===== config.mk =====
export PLATFORM = sky130hd
export DESIGN_NAME = ex_mem_stage
export DESIGN_NICKNAME = d
export VERILOG_FILES = /design/src/rtl/ex_mem_stage.sv
export SDC_FILE = /design/constraint.sdc
export NUM_CORES = 1
export LEC_CHECK = 0
export CAP_MARGIN = 20
export CORE_MARGIN = 3
export CORE_UTILIZATION = 34
export CTS_CLUSTER_DIAMETER = 80
export DETAILED_ROUTE_END_ITERATION = 8
export MAX_ROUTING_LAYER = met4
export PLACE_DENSITY = 0.75
export SYNTH_ARGS = -nofsm -noshare
export SYNTH_HDL_FRONTEND = slang
export SYNTH_SLANG_ARGS = --single-unit

===== constraint.sdc =====
create_clock -name clk -period 1.54 [get_ports clk]
set_clock_uncertainty 0.05 [all_clocks]
set_input_delay 0.231 -clock clk [delete_from_list [all_inputs] [get_ports clk]]
set_output_delay 0.231 -clock clk [all_outputs]
set_load 0.005 [all_outputs]

===== src/rtl/ex_mem_stage.sv =====
// EX/MEM pipeline register: captures ALU results and MEM/WB controls behind a
// valid/ready handshake, owns the architectural flag register and raises overflow traps.
module ex_mem_stage #(
    parameter int                REG_AW            = 5,
    parameter int                FLAG_W            = 32,
    parameter int                FLAG_BIT_ZERO     = 0,
    parameter int                FLAG_BIT_OVERFLOW = 1,
    parameter logic [FLAG_W-1:0] FLAG_RESET        = {FLAG_W{1'b0}}
) (
    input  logic              clk,
    input  logic              rst_n,
    input  logic              in_valid,
    output logic              in_ready,
    input  logic [31:0]       alu_out,
    input  logic [FLAG_W-1:0] nflag,
    input  logic [31:0]       store_data,
    input  logic [REG_AW-1:0] dst,
    input  logic              reg_we,
    input  logic              mem_rd,
    input  logic              mem_wr,
    input  logic              flag_we,
    input  logic              trap_ovf,
    input  logic              flag_clr,
    input  logic              flush,
    input  logic              out_ready,
    output logic              out_valid,
    output logic [31:0]       out_alu,
    output logic [31:0]       out_store,
    output logic [REG_AW-1:0] out_dst,
    output logic              out_reg_we,
    output logic              out_mem_rd,
    output logic              out_mem_wr,
    output logic [FLAG_W-1:0] flag_q,
    output logic              exc_ovf
);

    if (FLAG_BIT_ZERO >= FLAG_W || FLAG_BIT_OVERFLOW >= FLAG_W ||
        FLAG_BIT_ZERO == FLAG_BIT_OVERFLOW) begin : g_bad_flag_bits
        $error("ex_mem_stage: flag bit indices out of range or overlapping");
    end

    logic              r_valid;
    logic [31:0]       r_alu;
    logic [31:0]       r_store;
    logic [REG_AW-1:0] r_dst;
    logic              r_reg_we;
    logic              r_mem_rd;
    logic              r_mem_wr;
    logic [FLAG_W-1:0] r_flag;
    logic              r_exc;

    logic w_in_ready;
    logic w_accept;
    logic w_ovf;

    // Handshake and trap decode; only a freshly raised overflow bit traps.
    always_comb begin
        w_in_ready = !r_valid || out_ready;
        w_accept   = in_valid && w_in_ready && !flush;
        w_ovf      = trap_ovf && nflag[FLAG_BIT_OVERFLOW] && !r_flag[FLAG_BIT_OVERFLOW];
    end

    // Pipeline payload register: flush > accept > drain > hold.
    always_ff @(posedge clk or negedge rst_n) begin
        if (!rst_n) begin
            r_valid  <= 1'b0;
            r_alu    <= 32'd0;
            r_store  <= 32'd0;
            r_dst    <= {REG_AW{1'b0}};
            r_reg_we <= 1'b0;
            r_mem_rd <= 1'b0;
            r_mem_wr <= 1'b0;
        end else if (flush) begin
            r_valid <= 1'b0;
        end else if (w_accept) begin
            r_valid  <= 1'b1;
            r_alu    <= alu_out;
            r_store  <= store_data;
            r_dst    <= dst;
            r_reg_we <= reg_we && !w_ovf;
            r_mem_rd <= mem_rd;
            r_mem_wr <= mem_wr && !w_ovf;
        end else if (out_ready && r_valid) begin
            r_valid <= 1'b0;
        end else begin
            r_valid <= r_valid;
        end
    end

    // Architectural flags; a clear on the same edge beats the commit.
    always_ff @(posedge clk or negedge rst_n) begin
        if (!rst_n) begin
            r_flag <= FLAG_RESET;
        end else if (flag_clr) begin
            r_flag <= FLAG_RESET;
        end else if (w_accept && flag_we) begin
            r_flag <= nflag;
        end else begin
            r_flag <= r_flag;
        end
    end

    // Exception pulse lasts exactly the cycle after the trapping accept.
    always_ff @(posedge clk or negedge rst_n) begin
        if (!rst_n) begin
            r_exc <= 1'b0;
        end else begin
            r_exc <= w_accept && w_ovf;
        end
    end

    assign in_ready   = w_in_ready;
    assign out_valid  = r_valid;
    assign out_alu    = r_alu;
    assign out_store  = r_store;
    assign out_dst    = r_dst;
    assign out_reg_we = r_reg_we;
    assign out_mem_rd = r_mem_rd;
    assign out_mem_wr = r_mem_wr;
    assign flag_q     = r_flag;
    assign exc_ovf    = r_exc;

endmodule


==> impl_results.md, run 1 <==
- Final setup fails: 94
- Largest area contributor in the netlist: sky130_fd_sc_hd__dfrtp_1
- Synth Cell Area: 3900 um^2
- Vias per cell: 4.81
- Worst relative slew slack: 73.6%
- Max Clock Freq: 585 MHz
- Data required time at the worst endpoint: 1.70 ns
- Pre-Repair DR Iteration Count: 4
- Num ports: 219
- Number of instances in the synthesized netlist: 236
- Synth cell count leaders: 106 x sky130_fd_sc_hd__dfrtp_1, 70 x sky130_fd_sc_hd__mux2_2, 34 x sky130_fd_sc_hd__a22o_1
- Ratio of final minimum period to clock period: 111%
- Initial DRC Count: 119
- Post-route minimum period: 1.71 ns
- Fillcell total: 834
- Initial core utilization: 35.4%
- Yosys cell types: 16
- Setup repair after global routing missed its margin: yes
- GRT overflow: 0
- Power per cell area: 1060 nW/um^2
- Remaining number of nets flagged by the antenna check after routing: 0
- Maximum number of pins on one net before global-route repair: 42
- Mean post-synth cell area: 16.5 um^2
- Die Span Y: 113 um
- Total DRC errors in the routed layout: 0
- EDFF count, synth: 0
- Pre-CTS setup slack: -0.424 ns
- Yosys synthesis warning count: 0
- Part of the Yosys area used for sequential elements: 67.9%
- Cell class contributing the biggest share of worst-path delay: buffers and inverters
- Clock tree buffer depth: 2
- Floorplan row count: 38
- Final design utilization: 65.9%
- Dominant cells by area after synthesis: sky130_fd_sc_hd__dfrtp_1 68%, sky130_fd_sc_hd__mux2_2 20%, sky130_fd_sc_hd__a22o_1 7.6%
- Final hold violation count: 0
- Area post-placement: 6380 um^2
- Routed wire length per instance: 19.0 um
- CTS tree: yes
- Die footprint: 12,800 um^2
- DR vias: 3,018
- Combined buffer and inverter count along the critical path: 3
- Crit path max-delay cell type: sky130_fd_sc_hd__dfrtp_1
- Fraction of final layout cells sized beyond drive strength 1: 25.0%
- Worst-case setup margin in the final layout: -0.169 ns
- Slowest Stage Delay on Critical Path: 0.39 ns
- Number of global-route vias before repair: 3,348
- Number of antenna violations at the first check in global routing: 0
- Kind of end point of the critical path: flip-flop
- Total of flip-flops plus latches after synthesis: 106
- Synthesized netlist net count: 348
- Most used flip-flop cell after synthesis: sky130_fd_sc_hd__dfrtp_1
- Actual transition at the worst max-transition pin: 0.397 ns
- Wire length of the first global-routing pass: 17,400 um
- Cell at the root of the clock tree: sky130_fd_sc_hd__clkbuf_16
- Sink Count: 106
- Final GP Congestion: 0.798
- Critical path, cell by cell: and2b_2, buf_6, nor2_4, buf_12, clkbuf_16, mux2_2
- Port Buf Inserts: 218
- Critical path data arrival time: 1.87 ns
- Async set-or-reset flop fraction in the synthesized netlist: 100%
- Worst hold-check path type: input pin to asynchronous set/reset pin
- Clock transition at path regs: 0.07 ns
- Count of nets after finishing: 596
- Number of max-slew violations in the final report: 0
- Max-cap violations: 0
- Failing checks: negative setup slack
- Result of the run: finished, violations left
- Cell with the most instances after synthesis: sky130_fd_sc_hd__dfrtp_1
- Crit path max fanout: 10
- Number of levels in the clock H-tree: 3
- Total leakage power: 3.34 nW
- HPWL reported at the end of detailed placement: 7790 um
- Critical Path Start Type: flip-flop
- Die Width: 113 um
- Fraction of synthesized cell area taken by the top area cell type: 67.9%
- TritonCTS Buffers: 9
- Routed WL: 12,000 um
- Crit Path Class: flip-flop to flip-flop
- Layout overhead on the synthesized area: 86.3%
- Global routing usage summed across all routing layers: 17.9%
- Area of the core: 11,000 um^2
- Post-route cell area: 7270 um^2
- Final Total Pwr: 7.69 mW
- Max rail drop VDD: 0.000591 V
- Diode insertion count for antenna repair: 0
- Clock latency reported for the late side of the worst-skew pair: 0.34 ns
final timing paths:
kind | startpoint | end | slack, ns | cells after the start
min in group clk | trap_ovf | exc_ovf$_DFF_PN0_ | 0.42 | 3
max in group asynchronous | rst_n | flag_q[3]$_DFFE_PN0P_ | 0.58 | 3
worst min register to register | flag_q[18]$_DFFE_PN0P_ | flag_q[18]$_DFFE_PN0P_ | 0.45 | 1
worst max register to register | out_valid$_DFFE_PN0P_ | out_store[23]$_DFFE_PN0P_ | -0.17 | 6
worst max-delay path | out_valid$_DFFE_PN0P_ | out_store[23]$_DFFE_PN0P_ | -0.17 | 6
worst min-delay path | rst_n | out_store[26]$_DFFE_PN0P_ | 0.32 | 2
what timing repair did:
action                     4_1_cts  5_1_grt
setup buffers                    5        4
setup endpoints to repair       73      117
pin swaps                        6       28
cloned                           3        6
hold buffers                     1        0
gates resized for setup         42       43
hold endpoints to repair        21        0
state kept, by name, indices dropped and copies added (netlist names):
signal      flops
exc_ovf         1
flag_q         32
out_alu        32
out_dst         5
out_mem_rd      1
out_mem_wr      1
out_reg_we      1
out_store      32
out_valid       1
through the flow:
stage	setup TNS [ns]	cells	hold WS, ns
floorplan	0	236	-0.115
global placement	-32.66	594	0.136
detailed placement	-35.07	594	0.138
CTS	-6.95	618	0.316
global route	-14.56	628	0.339
finish	-8.79	628	0.319
report_power, final:
group / switching [mW] / internal, mW
Clock: 0.955 / 1.51
Sequential: 0.193 / 3.13
Combinational: 0.532 / 1.36
Total: 1.68 / 6.01
per-layer routing:
layer / track usage [%] / vias up / share of wire [%]
li1: - / 1359 / -
met1: 21.0 / 1491 / 41
met2: 29.1 / 150 / 50
met3: 5.19 / 18 / 7.9
met4: 6.81 / 0 / 1.8
met5: - / - / 0
cells in the final DEF, fill, tap and decap left out, types with 2 or more instances in the layout:
cell type,instances
sky130_fd_sc_hd__clkdlybuf4s50_1,202
sky130_fd_sc_hd__dfrtp_1,106
sky130_fd_sc_hd__mux2_4,57
sky130_fd_sc_hd__a22o_1,34
sky130_fd_sc_hd__clkbuf_16,14
sky130_fd_sc_hd__buf_4,14
sky130_fd_sc_hd__mux2_2,13
sky130_fd_sc_hd__dlymetal6s2s_1,12
sky130_fd_sc_hd__buf_12,6
sky130_fd_sc_hd__buf_16,5
sky130_fd_sc_hd__buf_6,3
sky130_fd_sc_hd__nor2_1,2
sky130_fd_sc_hd__clkbuf_1,2
sky130_fd_sc_hd__clkbuf_8,2
sky130_fd_sc_hd__bufinv_16,2
kinds of logic (layout without fill, tap and decap cells):
group           after synthesis  after routing  synth area share (%)
buf+inv                      15            267                  1.86
compound gates               36             36                  8.33
simple gates                  9              9                  1.70
mux                          70             70                  20.2
flops                       106            106                  67.9
layout make-up:
cell class | instances | area (um^2) | area share (%)
Timing Repair Buffer | 250 | 2720 | 37.4
Sequential cell | 106 | 2650 | 36.5
Multi-Input combinational cell | 115 | 1400 | 19.2
Clock buffer | 13 | 260 | 3.58
Tap cell | 140 | 175 | 2.41
Clock inverter | 2 | 60.1 | 0.826
Inverter | 2 | 10.0 | 0.138
worst reg2reg max path, cell delays in order (launching register included):
cell	delay (ns)
sky130_fd_sc_hd__dfrtp_1	0.39
sky130_fd_sc_hd__and2b_2	0.21
sky130_fd_sc_hd__buf_6	0.13
sky130_fd_sc_hd__nor2_4	0.09
sky130_fd_sc_hd__buf_12	0.18
sky130_fd_sc_hd__clkbuf_16	0.19
sky130_fd_sc_hd__mux2_2	0.34
(Power assumes the default switching activity.)
==> run 2: changes to the inputs <==
Settings changed: PLACE_DENSITY 0.75 to 0.81.
==> impl_results.md, run 2 (synthesis results as in run 1) <==
- Result of the run: finished, violations left
- Failing checks: negative setup slack
- Clock tree buffer depth: 2
- Kind of end point of the critical path: flip-flop
- Internal power: 5.86 mW
- Switching pwr: 1.70 mW
- Terminus of the critical flop-to-flop path: flag_q[28]$_DFFE_PN0P_
- Combined buffer and inverter count along the critical path: 3
- Fraction of final layout cells sized beyond drive strength 1: 24.4%
- Actual transition at the worst max-transition pin: 0.320 ns
- Number of max-slew violations in the final report: 0
- Depth of the most critical reg-to-reg path: 6
- Ratio of final minimum period to clock period: 106%
- Critical path data arrival time: 1.79 ns
- Area of the core: 11,000 um^2
- Floorplan row count: 38
- Final instance count without filler cells: 624
- DR vias: 3,055
- Sequential share of power: 44.2%
- Setup repair after global routing missed its margin: yes
- Total leakage power: 3.30 nW
- Worst relative slew slack: 78.7%
- Worst-case setup margin in the final layout: -0.0863 ns
- Max rail drop VDD: 0.000738 V
- Initial DRC Count: 99
- Leading cell type in the layout, fill and taps excluded: sky130_fd_sc_hd__clkdlybuf4s50_1
- TritonCTS Buffers: 9
- Max Clock Freq: 615 MHz
- Wire length of the first global-routing pass: 17,300 um
- Critical Path Start Type: input pin
- HPWL reported at the end of detailed placement: 7890 um
- Slowest Stage Delay on Critical Path: 0.51 ns
- Count of placed standard cells including taps: 590
- Clock transition at path regs: 0.07 ns
- Die Span Y: 113 um
- Critical path, cell by cell: clkdlybuf4s50_1, nand2b_1, nor2_4, buf_12, clkbuf_16, mux2_2
- Maximum number of pins on one net before global-route repair: 45
- Die Width: 113 um
- Total DRC errors in the routed layout: 0
- GRT overflow: 0
- Crit Path Class: input pin to flip-flop
- Max-cap violations: 0
- Routed wire length per instance: 19.8 um
- Vias per cell: 4.90
- Worst-case hold slack: 0.287 ns
- Post-route minimum period: 1.63 ns
- Crit path max-delay cell type: sky130_fd_sc_hd__clkdlybuf4s50_1
- Sink Count: 106
- Worst hold-check path type: input pin to asynchronous set/reset pin
- Number of antenna violations at the first check in global routing: 0
- Routed WL: 12,400 um
- Final GP Congestion: 0.780
- Pre-Repair DR Iteration Count: 4
- Remaining number of nets flagged by the antenna check after routing: 0
- Cell class contributing the biggest share of worst-path delay: buffers and inverters
- Data required time at the worst endpoint: 1.71 ns
- Diode insertion count for antenna repair: 0
- Power per cell area: 1050 nW/um^2
- Worst R2R Setup Slack: -0.07 ns
- CTS tree: yes
- Layout overhead on the synthesized area: 84.1%
- Crit path max fanout: 13
- Die footprint: 12,800 um^2
- Num ports: 219
- Initial core utilization: 35.4%
- Area post-placement: 6330 um^2
- Number of global-route vias before repair: 3,314
- Startpoint of the most critical register-to-register path: out_valid$_DFFE_PN0P_
- Final setup fails: 102
- Number of levels in the clock H-tree: 3
- Highest-count cells in the layout ignoring fill and taps: 204 x sky130_fd_sc_hd__clkdlybuf4s50_1, 106 x sky130_fd_sc_hd__dfrtp_1, 52 x sky130_fd_sc_hd__mux2_4
- Count of nets after finishing: 592
- Post-route cell area: 7190 um^2
- Combinational fraction of design power: 24.9%
- Clock group share of total power: 30.9%
- Cell at the root of the clock tree: sky130_fd_sc_hd__clkbuf_16
- Clock latency reported for the late side of the worst-skew pair: 0.33 ns
- Port Buf Inserts: 218
- Final hold violation count: 0
- Global routing usage summed across all routing layers: 17.7%
- Fraction of power spent switching nets: 22.4%
-- run 2: cell count changes in the layout (fill, tap and decap cells not counted), sizes merged --
cell | previous run | this run
buf | 28 | 23
bufinv | 2 | 1
clkdlybuf4s50 | 202 | 204
clkinv | 0 | 1
dlygate4sd2 | 1 | 0
-- run 2: power groups by stage --
stage / logic (mW) / registers [mW] / clock network (mW)
floorplan: 0.408 / 3.38 / 0
global placement: 1.59 / 3.36 / 0
detailed placement: 1.63 / 3.38 / 0
CTS: 1.71 / 3.33 / 2.36
global route: 1.99 / 3.38 / 2.48
finish: 1.88 / 3.34 / 2.34
-- run 2: final cells by class --
cell class / instances / area, um^2
timing repair buffer: 246 / 2670
clock buffer: 13 / 270
tap: 140 / 175
fill: 810 / 3840
clock inverter: 2 / 35.0
sequential: 106 / 2650
multi-input combinational: 115 / 1380
inverter: 2 / 7.51
-- run 2: worst max-delay path by stage --
stage,slack (ns),startpoint,cells after the start,endpoint
after floorplan,0.01,out_valid$_DFFE_PN0P_,4,out_alu[0]$_DFFE_PN0P_
after global placement,-0.39,out_ready,5,out_store[11]$_DFFE_PN0P_
after detailed placement,-0.42,out_ready,5,out_alu[25]$_DFFE_PN0P_
after CTS,-0.07,out_valid$_DFFE_PN0P_,5,out_dst[0]$_DFFE_PN0P_
after global routing,-0.15,out_valid$_DFFE_PN0P_,6,flag_q[28]$_DFFE_PN0P_
final,-0.09,in_valid,6,out_store[24]$_DFFE_PN0P_
-- run 2: metal layers --
metal / global-route usage (%) / vias up / share of wire [%] / routed length [um]
li1: - / 1348 / - / -
met3: 4.87 / 16 / 6.8 / 836
met5: - / - / 0 / 0
met4: 4.73 / 0 / 1.3 / 167
met1: 21.2 / 1518 / 41 / 5130
met2: 29.6 / 173 / 50 / 6250
-- run 2: what timing repair did --
action / in CTS / in global routing
resized for setup: 19 / 57
cloned: 2 / 7
hold buffers: 1 / 0
endpoints found under the setup margin: 104 / 117
pin swaps: 1 / 24
hold endpoints to repair: 21 / 0
setup buffers: 2 / 7
-- run 2: metrics by stage --
step / util [%] / TNS [ns] / worst slack, ns / total power, mW
6_report: 65.2 / -3.95 / -0.0863 / 7.56
5_1_grt: 65.2 / -9.20 / -0.154 / 7.86
4_1_cts: 61.4 / -3.50 / -0.0700 / 7.40
3_5_place_dp: 57.4 / -39.03 / -0.419 / 5.01
3_3_place_gp: 57.4 / -37.40 / -0.386 / 4.94
2_1_floorplan: - / 0 / 0.0120 / 3.79
